$ cat src/rtl/wallace_tree.sv
// ============================================================================
// Module   : wallace_tree
// Brief    : Eight-operand Wallace-tree adder (3:2 CSA reduction + final CPA)
//            with a single registered output stage.
// Revision : 1.0 - initial release
// ============================================================================
`default_nettype none

module wallace_tree #(
    parameter int WIDTH = 32
) (
    input  logic             clk,
    input  logic             rst_n,
    input  logic             in_valid,
    input  logic [WIDTH-1:0] PP1,
    input  logic [WIDTH-1:0] PP2,
    input  logic [WIDTH-1:0] PP3,
    input  logic [WIDTH-1:0] PP4,
    input  logic [WIDTH-1:0] PP5,
    input  logic [WIDTH-1:0] PP6,
    input  logic [WIDTH-1:0] PP7,
    input  logic [WIDTH-1:0] PP8,
    output logic [WIDTH-1:0] product,
    output logic             out_valid
);

    localparam logic [WIDTH-1:0] c_zero = '0;

    // Returns {carry, sum}; the carry out of the MSB falls off the left shift.
    function automatic logic [2*WIDTH-1:0] csa(
        input logic [WIDTH-1:0] a,
        input logic [WIDTH-1:0] b,
        input logic [WIDTH-1:0] c
    );
        logic [WIDTH-1:0] maj;
        maj = (a & b) | (a & c) | (b & c);
        return {maj[WIDTH-2:0], 1'b0, a ^ b ^ c};
    endfunction

    logic [WIDTH-1:0] w_l1_s0, w_l1_c0, w_l1_s1, w_l1_c1;
    logic [WIDTH-1:0] w_l2_s0, w_l2_c0, w_l2_s1, w_l2_c1;
    logic [WIDTH-1:0] w_l3_s0, w_l3_c0;
    logic [WIDTH-1:0] w_l4_s0, w_l4_c0;
    logic [WIDTH-1:0] w_sum;

    // 8 -> 6 -> 4 -> 3 -> 2 vectors
    assign {w_l1_c0, w_l1_s0} = csa(PP1, PP2, PP3);
    assign {w_l1_c1, w_l1_s1} = csa(PP4, PP5, PP6);

    assign {w_l2_c0, w_l2_s0} = csa(w_l1_s0, w_l1_c0, w_l1_s1);
    assign {w_l2_c1, w_l2_s1} = csa(w_l1_c1, PP7, PP8);

    assign {w_l3_c0, w_l3_s0} = csa(w_l2_s0, w_l2_c0, w_l2_s1);

    assign {w_l4_c0, w_l4_s0} = csa(w_l3_s0, w_l3_c0, w_l2_c1);

    assign w_sum = w_l4_s0 + w_l4_c0;

    logic [WIDTH-1:0] r_product;
    logic             r_out_valid;

    always_ff @(posedge clk or negedge rst_n) begin
        if (!rst_n) begin
            r_product   <= c_zero;
            r_out_valid <= 1'b0;
        end else begin
            r_product   <= w_sum;
            r_out_valid <= in_valid;
        end
    end

    assign product   = r_product;
    assign out_valid = r_out_valid;

endmodule

`default_nettype wire

$ cat config.mk
export PLATFORM = sky130hd
export DESIGN_NAME = wallace_tree
export DESIGN_NICKNAME = d
export VERILOG_FILES = /design/src/rtl/wallace_tree.sv
export SDC_FILE = /design/constraint.sdc
export NUM_CORES = 1
export LEC_CHECK = 0
export ABC_AREA = 1
export BUFFER_PORTS_ARGS = -buffer_cell sky130_fd_sc_hd__buf_4
export CAP_MARGIN = 20
export CORE_MARGIN = 8
export CORE_UTILIZATION = 52
export CTS_CLUSTER_DIAMETER = 50
export DETAILED_ROUTE_END_ITERATION = 16
export PLACE_DENSITY_LB_ADDON = 0.05
export SYNTH_ARGS = -nofsm -noshare
export SYNTH_HDL_FRONTEND = slang
export SYNTH_SLANG_ARGS = --single-unit
$ cat constraint.sdc
create_clock -name clk -period 0.8 [get_ports clk]
set_input_delay 0.04 -clock clk [delete_from_list [all_inputs] [get_ports clk]]
set_output_delay 0.04 -clock clk [all_outputs]
set_load 0.005 [all_outputs]
==> metrics.yaml <==
diodes: 0
hold_depth: 3
max_slew_margin_pct: 71.4
use_met1_pct: 24.7
cp_data_required_time_ns: 1.02
holdCritPathClass: "primary input to flop"
cts_num_sinks: 33
top_usage_layer: "met2"
die_area_sq_um: 19200
path_clk_slew_ns: 0.06
synth_flop_cell: "dfrtp_1"
grt_max_degree: 34
gp_congestion: 0.865
crit_fanout: 4
avgSynthCellArea_sq_um: 8.30
met3_usage_pct: 3.75
start_util_pct: 52.3
postSynth.asyncResetShare_pct: 100
synth_top_area_share_pct: 46.8
numCtsBuffers: 5
drive_gt1_share_pct: 40.3
drc: 0
path_class: "primary input to flop"
vias_per_cell: 4.65
violations: "negative setup slack"
die_y_um: 139
synth.area.top_cells: "fa_1 (47%), inv_1 (16%), dfrtp_1 (11%), nand2_1 (8.5%), ha_1 (5.1%)"
die_w_um: 139
tightest_slew_ns: 0.429
muxShareOfSynthArea_pct: 0
areaGrowthSynthToFinish_pct: 53.1
path_cells: "buf_6 > fa_1 > inv_1 > fa_1 > inv_2 > fa_1 > inv_2 > fa_1 > inv_2 > ha_4 > inv_2 > fa_2 > o21ai_4 > nand3_2 > nand3b_4 > nand2_2 > nand2_2 > nand2_2 > nand2_2"
post_drt_wl_per_cell_um: 13.5
synth_top_family_by_area: "adder cells"
period_needed_ns: 3.41
synth_cell_types: 30
run_status: "finished, violations left"
rows: 45
cp.arrival_ns: 3.64
final.fill_count: 1034
dr.pass1.iters: 4
cap_violations: 0
netlist_area_sq_um: 7830
vias: 6972
final_antenna_net_count: 0
slowest_delay_ns: 0.55
grt_use_total_pct: 21.7
cts_buffer_depth: 2
cts_max_level: 2
fmax_ghz: 0.293
path_buf_inv: 6
grt_pass1_vias: 7832
synth_seq_cells: 33
synth.most_common_cell: "inv_1"
overflow: 0
dp_hpwl_um: 18000
antenna_found_initial: 0
coreArea_sq_um: 15000
synth_compound_area_share_pct: 3.88
synth_cells: 943
yosysTopAreaCell: "fa_1"
fin_ws_ns: -2.61
synth_edf_count: 0
synth_fp_nets: 1417
drtIter0Drc: 223
routed_wl_um: 20300
synth_simple_gate_area_share_pct: 15.6
root_buffer: "clkbuf_16"
setup.worst_path.start_class: "primary input"
cp_slowest_cell: "fa_1"
fin_util_pct: 80.0
finalSetupViolCount: 57
min-delay-start: "PP8[0]"
synth_xor_area_share_pct: 1.45
crit_path_end_kind: "flop"
ios: 292
slew_violations: 0
yosys_warnings: 0
synthTopCellsByCount: "inv_1 (343), fa_1 (183), nand2_1 (178)"
hold_viol: 0
whs_ns: 0.152
ys_seq_area_share_pct: 10.5
critPathTopFamily: "adder cells"
grt_pass1_wl_um: 34700
min_to: "product[0]"
port_buffers: 291
grt_util_met2_pct: 41.2
rsz0062_at_grt: "true"
nNetsFinal: 1784
cts_tree: "done"
period_share_pct: 427
synth_fa_ha_area_share_pct: 51.9
sequential cells by signal (all words and copies together) (netlist names):
signal / cells
out_valid: 1
product: 32
routing by layer:
metal	up-vias	share of wire, %
li1	3369	-
met1	3341	38
met2	230	53
met3	32	5.9
met4	0	2.2
met5	-	0
worst max path at each step:
| stage | startpoint | endpoint | depth (start not counted) | slack (ns) |
|---|---|---|---|---|
| floorplan | PP4[2] | product[18] | 17 | -2.62 |
| global placement | PP4[2] | product[18] | 18 | -2.87 |
| detailed placement | PP4[2] | product[22] | 18 | -2.92 |
| CTS | PP6[2] | product[18] | 19 | -2.60 |
| global route | PP6[2] | product[18] | 19 | -2.77 |
| finish | PP6[2] | product[18] | 19 | -2.61 |
final cells by class:
class | count | area [sq um] | area share (%)
Inverter | 346 | 1310 | 10.9
Multi-Input combinational cell | 564 | 6580 | 54.9
Tap cell | 188 | 235 | 1.96
Timing Repair Buffer | 360 | 2900 | 24.2
Clock inverter | 2 | 10.0 | 0.0835
Sequential cell | 33 | 826 | 6.89
Clock buffer | 6 | 129 | 1.08
metrics by stage:
step	setup TNS (ns)	setup slack, ns	cells	cell area [sq um]
2_1_floorplan	-73.14	-2.62	943	8290
3_5_place_dp	-83.25	-2.92	1477	11100
4_1_cts	-73.74	-2.60	1496	11800
6_report	-74.68	-2.61	1499	12000
5_1_grt	-79.59	-2.77	1499	12000
3_3_place_gp	-82.33	-2.87	1477	11100
repair_timing:
action | CTS | global route
pin swaps | 71 | 42
endpoints found under the setup margin | 65 | 65
resized for setup | 113 | 49
endpoints found under the hold margin | 34 | 0
buffers inserted | 11 | 4
hold buffers | 2 | 0
kinds of logic after synthesis:
kind of cell,count (synthesis)
XOR/XNOR,13
adder cells (fa/ha/maj),215
flip-flops,33
AND/OR/NAND/NOR,283
buffers and inverters,346
AO/OA/AOI/OAI,53
layout by cell type (no fill, tap or decap), types with 2 or more instances in the layout:
master	count
o21ai_0	8
o21ai_4	2
fa_2	4
or2_1	2
dlygate4sd3_1	2
nand2_4	20
dfrtp_1	33
xor2_1	9
nor2_4	8
clkinv_2	2
buf_4	306
a21oi_4	6
clkbuf_16	5
fa_1	179
inv_1	321
nand2_8	2
o21bai_1	6
buf_6	52
nor2_2	5
nand2_2	33
xor2_2	2
nand3_2	9
inv_2	22
nand3_1	17
a21oi_1	15
xnor2_1	2
nand4_1	11
ha_1	3
o21ai_1	3
nor2_1	29
ha_4	29
nor3_4	3
a21oi_2	10
nand2_1	138
inv_4	3
Power is not shown: default switching activity piles up to over one toggle a cycle in this logic, so the estimate is an artifact.
